`src/rtl/mult_seq_pkg.sv`:
```
// Shared widths, state codes and nibble-step shift lookup for the
// sequential 8x8 multiplier.
package mult_seq_pkg;

  localparam int NIB_W  = 4;
  localparam int OP_W   = 8;
  localparam int PROD_W = 16;

  localparam logic [1:0] ST_IDLE  = 2'd0;
  localparam logic [1:0] ST_MUL   = 2'd1;
  localparam logic [1:0] ST_FLUSH = 2'd2;
  localparam logic [1:0] ST_DONE  = 2'd3;

  // Step order: aL*bL, aH*bL, aL*bH, aH*bH.
  function automatic logic [3:0] step_shift(input logic [1:0] step);
    case (step)
      2'd0:    return 4'd0;
      2'd1:    return 4'd4;
      2'd2:    return 4'd4;
      default: return 4'd8;
    endcase
  endfunction

  function automatic logic [PROD_W-1:0] shift_pp(input logic [2*NIB_W-1:0] pp,
                                                 input logic [3:0] sh);
    return {{(PROD_W-2*NIB_W){1'b0}}, pp} << sh;
  endfunction

endpackage

```
`src/rtl/nib_mult_4x4.sv`:
```
// Combinational 4x4 unsigned array multiplier: sum of shifted AND rows.
module nib_mult_4x4
  import mult_seq_pkg::*;
(
  input  logic [NIB_W-1:0]   m,
  input  logic [NIB_W-1:0]   q,
  output logic [2*NIB_W-1:0] p
);

  always_comb begin
    p = '0;
    for (int i = 0; i < NIB_W; i++) begin
      if (q[i]) p = p + ({{NIB_W{1'b0}}, m} << i);
    end
  end

endmodule

```
`src/rtl/mult8_seq_ctrl.sv`:
```
// Sequencer producing an 8x8 product with one shared 4x4 nibble multiplier
// over four steps, with valid/ready handshakes on operands and result.
//
// state    | meaning
// ---------+-----------------------------------------------------------
// ST_IDLE  | waiting for operands, in_ready high
// ST_MUL   | one nibble partial product per cycle, step 0..3
// ST_FLUSH | PP_REG=1 only: fold in the last registered partial product
// ST_DONE  | product held, out_valid high until out_ready
module mult8_seq_ctrl
  import mult_seq_pkg::*;
#(
  parameter int PP_REG    = 0,
  parameter int ZERO_SKIP = 1
) (
  input  logic              clk,
  input  logic              rst,
  input  logic              in_valid,
  output logic              in_ready,
  input  logic [OP_W-1:0]   a,
  input  logic [OP_W-1:0]   b,
  output logic              out_valid,
  input  logic              out_ready,
  output logic [PROD_W-1:0] product,
  output logic              busy,
  output logic [1:0]        step
);

  logic [1:0]         state;
  logic [1:0]         step_q;
  logic [OP_W-1:0]    a_q;
  logic [OP_W-1:0]    b_q;
  logic [PROD_W-1:0]  acc;
  logic [2*NIB_W-1:0] pp_q;
  logic [3:0]         sh_q;
  logic [NIB_W-1:0]   nib_m;
  logic [NIB_W-1:0]   nib_q;
  logic [2*NIB_W-1:0] pp_w;
  logic [PROD_W-1:0]  add_term;
  logic [PROD_W-1:0]  acc_next;
  logic               accept;
  logic               zero_op;

  assign nib_m = step_q[0] ? a_q[7:4] : a_q[3:0];
  assign nib_q = step_q[1] ? b_q[7:4] : b_q[3:0];

  nib_mult_4x4 u_nib (
    .m (nib_m),
    .q (nib_q),
    .p (pp_w)
  );

  // With PP_REG the accumulator consumes the previous cycle's partial product.
  assign add_term = (PP_REG != 0) ? shift_pp(pp_q, sh_q)
                                  : shift_pp(pp_w, step_shift(step_q));
  assign acc_next = acc + add_term;

  assign in_ready = (state == ST_IDLE) && !rst;
  assign accept   = in_valid && in_ready;
  assign zero_op  = (ZERO_SKIP != 0) && ((a == '0) || (b == '0));
  assign busy     = (state != ST_IDLE);
  assign step     = (state == ST_MUL) ? step_q : 2'd0;

  always_ff @(posedge clk or posedge rst) begin
    if (rst) begin
      state     <= ST_IDLE;
      step_q    <= 2'd0;
      a_q       <= '0;
      b_q       <= '0;
      acc       <= '0;
      pp_q      <= '0;
      sh_q      <= '0;
      product   <= '0;
      out_valid <= 1'b0;
    end else begin
      case (state)
        ST_IDLE: begin
          if (accept) begin
            a_q    <= a;
            b_q    <= b;
            acc    <= '0;
            step_q <= 2'd0;
            pp_q   <= '0;
            sh_q   <= '0;
            if (zero_op) begin
              product <= '0;
              state   <= ST_DONE;
            end else begin
              state <= ST_MUL;
            end
          end
        end
        ST_MUL: begin
          acc <= acc_next;
          if (PP_REG != 0) begin
            pp_q <= pp_w;
            sh_q <= step_shift(step_q);
          end
          if (step_q == 2'd3) begin
            step_q <= 2'd0;
            if (PP_REG != 0) begin
              state <= ST_FLUSH;
            end else begin
              product   <= acc_next;
              out_valid <= 1'b1;
              state     <= ST_DONE;
            end
          end else begin
            step_q <= step_q + 2'd1;
          end
        end
        ST_FLUSH: begin
          acc       <= acc_next;
          product   <= acc_next;
          out_valid <= 1'b1;
          state     <= ST_DONE;
        end
        default: begin
          // Zero-skip entry arrives here with out_valid still low.
          if (!out_valid) begin
            out_valid <= 1'b1;
          end else if (out_ready) begin
            out_valid <= 1'b0;
            state     <= ST_IDLE;
          end
        end
      endcase
    end
  end

endmodule

```
`config.mk`:
```
export PLATFORM = sky130hd
export DESIGN_NAME = mult8_seq_ctrl
export DESIGN_NICKNAME = d
export VERILOG_FILES = /design/src/rtl/mult_seq_pkg.sv /design/src/rtl/nib_mult_4x4.sv /design/src/rtl/mult8_seq_ctrl.sv
export SDC_FILE = /design/constraint.sdc
export NUM_CORES = 1
export LEC_CHECK = 0
export ABC_AREA = 1
export CORE_MARGIN = 4
export CORE_UTILIZATION = 60
export CTS_CLUSTER_SIZE = 16
export DETAILED_ROUTE_END_ITERATION = 16
export GPL_TIMING_DRIVEN = 0
export HOLD_SLACK_MARGIN = 0.03
export PLACE_DENSITY = 0.86
export SLEW_MARGIN = 20
export SYNTH_ARGS = -nofsm -noshare
export SYNTH_HDL_FRONTEND = slang
export SYNTH_SLANG_ARGS = --single-unit
```
`constraint.sdc`:
```
create_clock -name clk -period 12.4 [get_ports clk]
set_clock_uncertainty 0.1 [all_clocks]
set_input_delay 1.86 -clock clk [delete_from_list [all_inputs] [get_ports clk]]
set_output_delay 1.86 -clock clk [all_outputs]
set_load 0.02 [all_outputs]
```
Yosys cells after proc, flatten, opt, wreduce, memory -nomap -nowiden:

Index checks and enable logic that the tools add are counted.

* register bits after elaboration: 53
* word-level logic and storage cells: 71
* output and inout port bits: 21
* input bits: 20

* add/subtract/negate cells: 5
* bitwise logic cells: 1
* mux-type cells: 27
* shifts and indexed selects: 1
* reductions and logical operators: 22
* eq/ne operators: 8

Operator list (count)
* $mux 16: 4
* $pmux 16 s3: 1
* $pmux 16 s2: 1
* $mux 8: 3
* $add 16x16->16: 1
* $logic_not 8->1: 2
* $mux 2: 8
* $shl 8x4->16: 1
* $mux 4: 3
* $add 8x5->8: 1
* $add 8x6->8: 1
* $add 8x7->8: 1
* $pmux 4 s2: 1
* $reduce_and 2->1: 4
* $reduce_and 4->1: 2
* $reduce_bool 4->1: 2
* $eq 2x2->1 const B: 3
* $pmux 2 s3: 1
* $reduce_bool 2->1: 3
* $eq 2x1->1 const B: 2
* $logic_not 2->1: 2
* $ne 2x2->1 const B: 2
* $pmux 2 s2: 1
* $reduce_or 2->1: 2
* other kinds (9): 12

Depth between registers and ports, before layout:

* word-level depth: 12
* depth in mapped cells: 50
* gate-level depth less buffers: 49

Cells and area by module:

From an unflattened synthesis, not the netlist that was laid out.

* cells, all modules: 585
* area total of the unflattened synthesis: 4077.7 µm²

Modules (own cells, without submodules)
* mult8_seq_ctrl: instances 1, cells an instance 486, area each 3462.1 µm², sequential area each 1326.3 µm²
* nib_mult_4x4: instances 1, cells an instance 99, area each 615.6 µm², sequential area each 0.0 µm²

Worst setup path before layout:

No wires, ideal clock.

* kind: register to register
* start: register step_q[0]
* end: register product[14]
* cell stages (with the launch flop): 46
* data required time: 12217 ps
* clock period less this slack: 5099 ps
* path buffers: 1
* setup time: 83 ps
* arrival time: 4916 ps
* setup slack: 7301 ps
* path through: dfrtp_1 -> buf_6 -> o21ai_0 -> ha_1 -> ha_1 -> inv_1 -> nand2_4 -> inv_2 -> nand2_2 -> nand3_2 -> nand2_2 -> nand2_4 -> nand2_1 -> inv_2 -> ha_1 -> inv_1 -> nand2_4 -> nand2_2 -> [... 10 more ...] -> o21bai_1 -> nor2_1 -> ha_1 -> a21oi_1 -> o21ai_0 -> a21oi_1 -> nor2_1 -> o21ai_1 -> nand2_1 -> a21oi_1 -> o21bai_1 -> nand2_1 -> inv_1 -> o21ai_1 -> nand2_1 -> a21oi_1 -> o21ai_1 -> o21ai_0

* longest elaborated chain between the ends: 12
* elaborated cells on any way between the ends: 20

RTL lines
* start: declaration: line mult8_seq_ctrl.sv:30 `logic [1:0] step_q;`
* start signal: assignment: line mult8_seq_ctrl.sv:109 `step_q <= step_q + 2'd1;`
* $mux 4: line mult8_seq_ctrl.sv:44 `assign nib_m = step_q[0] ? a_q[7:4] : a_q[3:0];`
* $mux 4: line nib_mult_4x4.sv:13 `if (q[i]) p = p + ({{NIB_W{1'b0}}, m} << i);`
* $add 8x5->8: line nib_mult_4x4.sv:13
* $mux 8: line nib_mult_4x4.sv:13
* $add 8x6->8: line nib_mult_4x4.sv:13
* $mux 8: line nib_mult_4x4.sv:13
* $add 8x7->8: line nib_mult_4x4.sv:13
* $mux 8: line nib_mult_4x4.sv:13
* $shl 8x4->16: line mult_seq_pkg.sv:26 `return {{(PROD_W-2*NIB_W){1'b0}}, pp} << sh;`
* $add 16x16->16: line mult8_seq_ctrl.sv:56 `assign acc_next = acc + add_term;`
* $mux 16: line mult8_seq_ctrl.sv:99 `if (step_q == 2'd3) begin`
* $pmux 16 s3: line mult8_seq_ctrl.sv:76 `case (state)`
* end signal: assignment: line mult8_seq_ctrl.sv:104 `product <= acc_next;`
* end signal: assignment: line mult8_seq_ctrl.sv:114 `product <= acc_next;`
* end: declaration: line mult8_seq_ctrl.sv:24 `output logic [PROD_W-1:0] product,`

Several ways; a longest one is shown, not always the timed one. The select of a mux whose other input is x is not followed.
A chain may end at the register's enable or synchronous reset.

Final worst setup path:

Ends and elaborated chain as after synthesis.

==> summary.md <==
| Metric | Value |
|---|---|
| RSZ-0062 raised after global routing | no |
| Detailed placer's ending HPWL | 6960 um |
| Synth Flop Type | dfrtp_1 |
| Slowest CP cell | o21ai_0 |
| Clock Path Buffers | 2 |
| Synthesis Warnings | 0 |
| CORE AREA | 6310 sq um |
| Status | finished clean |
| # setup viols final | 0 |
| Syn Area/Cell | 7.58 sq um |
| Post-synth EDFFs | 0 |
| Most frequent CP cell | nand2_1 |
| PortBufs | 40 |
| Fmax | between 150 and 200 MHz |
| N_diodes | 0 |
| Distinct cells, synth | 40 |
| Yosys reg bits | 53 |
| Die Y | 88.6 um |
| Setup_tns | 0 ps |
| Total GRT Usage | 0.249 |
| Setup bufs post-CTS | 0 |
| Synth Instances | 515 |
| Crit path time final | 5970 ps |
| Total wire length | between 8000 and 9000 um |
| Post-synth top area cell | dfrtp_1 |
| Initial DRC Count | 259 |
| Area growth, synth to finish | 15.7% |
| Worst skew pair latency | around 320 ps |
| Num ports | a little over 40 |
| Worst-Margin Slew | ~780 ps |
| Clk sinks | 53 |
| Hold_buf cts | 0 |
| Clk root buf | clkbuf_8 |
| Total CTS buffers | 5 |
| Worst setup EP type | register |
| Site Rows | 29 |
| Htree depth | 2 |
| Final nets | 614 |
| Hold Crit Class | reg -> reg |
| Vias/cell | 5.46 |
| Via count | 3498 |
| Max_cap viols | 0 |
| Worst rel slew slack | 0.477 |
| CP Max Fanout | 8 |
| Per-cell routed wire length | 13.7 um |
| Vias in the first global route | about 3400 |
| GRT overflow | 0 |
| Final period util | 0.482 |
| ANT nets after route | 0 |
| Starting Density | 0.618 |
| Synth area leaders | dfrtp_1 34%, nand2_1 13%, ha_1 9.6% |
| DRC violations left | 0 |
| Mapped Area | 3900 sq um |
| First-pass GRT wire length | between 15000 and 20000 um |
| R2r setup slk | 6430 ps |
| Critical Path Start Type | register |
| Initial antenna violation count | 0 |
| WS Path Type | reg -> reg |
| Top-area cell type share of the netlist area | 0.340 |
| Die footprint | 7860 sq um |
| Largest net degree at the start of global routing | 34 |
| Crit path largest cell delay | 540 ps |
| Fin. max-slew vios | 0 |
| Routability congestion estimate | roughly 0.9 |
| Required @ worst endpoint | 12540 ps |
| Clock transition at path regs | 110 ps |
| Pre-Repair DR Iteration Count | 5 |
| CTS tree | built |
| Syn nets | 566 |
| Commonest cells after routing, fill and taps aside | 140 x nand2_1, 55 x inv_1, 53 x dfrtp_1, 45 x o21ai_0, 40 x clkdlybuf4s50_1 |
| WP data arrival | about 6100 ps |
| Final hold vios | 0 |
| Register area share after synthesis | 0.340 |
| Proportion of layout cells with a drive suffix above 1 | 0.124 |
| Die X | between 80 and 90 um |
| Ys async rst share | 1.00 |
| Cts repair resizes | 0 |
| Commonest non-fill, non-tap cell in the layout | nand2_1 |
[sequential cells by signal (all words and copies together) (netlist names)]
signal,cells
state,2
b_q,8
out_valid,1
a_q,8
product,16
acc,16
step_q,2
[layer usage]
layer | GRT usage | up-vias | share of wire
met3 | 0.0410 | 12 | 0.053
met2 | 0.414 | 108 | 0.48
met4 | 0.0687 | 0 | 0.016
li1 | - | 1779 | -
met5 | 0 | - | 0
met1 | 0.338 | 1599 | 0.45
[final timing paths]
check                           cells past startpoint        from     endpoint
worst max-delay path                               45   step_q[0]  product[14]
worst min-delay path                                2  product[7]   product[7]
worst max register to register                     45   step_q[0]  product[14]
worst min register to register                      2  product[7]   product[7]
max in group asynchronous                           3         rst  product[13]
min in group asynchronous                           2         rst       b_q[2]
[cell families after synthesis]
kind of cell | share of synthesized area
mux | 0.0173
fa+ha+maj | 0.101
simple gates | 0.302
xor+xnor | 0.0109
flops | 0.340
compound gates | 0.148
buf+inv | 0.0805
[metrics by stage]
step / setup slack (ps) / hold slack, ps / std cells / instance area, sq um / util
floorplan: 7300 / 353 / 515 / 3900 / -
global placement: 6670 / 366 / 632 / 4400 / 0.697
detailed placement: 6480 / 372 / 633 / 4420 / 0.700
CTS: 6430 / 401 / 641 / 4520 / 0.715
global route: 5830 / 423 / 641 / 4520 / 0.715
finish: 6430 / 397 / 641 / 4520 / 0.715
[synthesized netlist by cell type, types with 2 or more instances]
master	count
nand2_1	140
inv_1	56
dfrtp_1	53
o21ai_0	45
nor2_1	36
a21oi_1	31
ha_1	30
nand3_1	19
nand2_2	15
nand2_4	9
clkbuf_1	8
o21ai_1	7
a31oi_1	6
mux2_2	6
nand3_2	6
inv_2	4
nand2_8	4
nand4_1	4
o21bai_1	4
o22ai_1	4
or2_2	4
a21o_1	2
buf_2	2
buf_6	2
nor4_1	2
xnor2_1	2
[worst max-delay path, delay by kind of cell (launching register included)]
family / cells / cell delay (ps)
AND/OR/NAND/NOR: 18 / 1370
adder cells (fa/ha/maj): 5 / 1200
XOR/XNOR: 1 / 190
buffers and inverters: 8 / 530
flip-flops: 1 / 410
AO/OA/AOI/OAI: 13 / 2100
[layout make-up]
| type | count | area, sq um |
|---|---|---|
| inverter | 63 | 244 |
| timing repair buffer | 41 | 420 |
| tap | 77 | 96.3 |
| fill | 532 | 1800 |
| buffer | 13 | 70.1 |
| multi-input combinational | 386 | 2260 |
| clock inverter | 3 | 28.8 |
| clock buffer | 5 | 68.8 |
| sequential | 53 | 1330 |
Power is not shown: default switching activity piles up to over one toggle a cycle in this logic, so the estimate is an artifact.
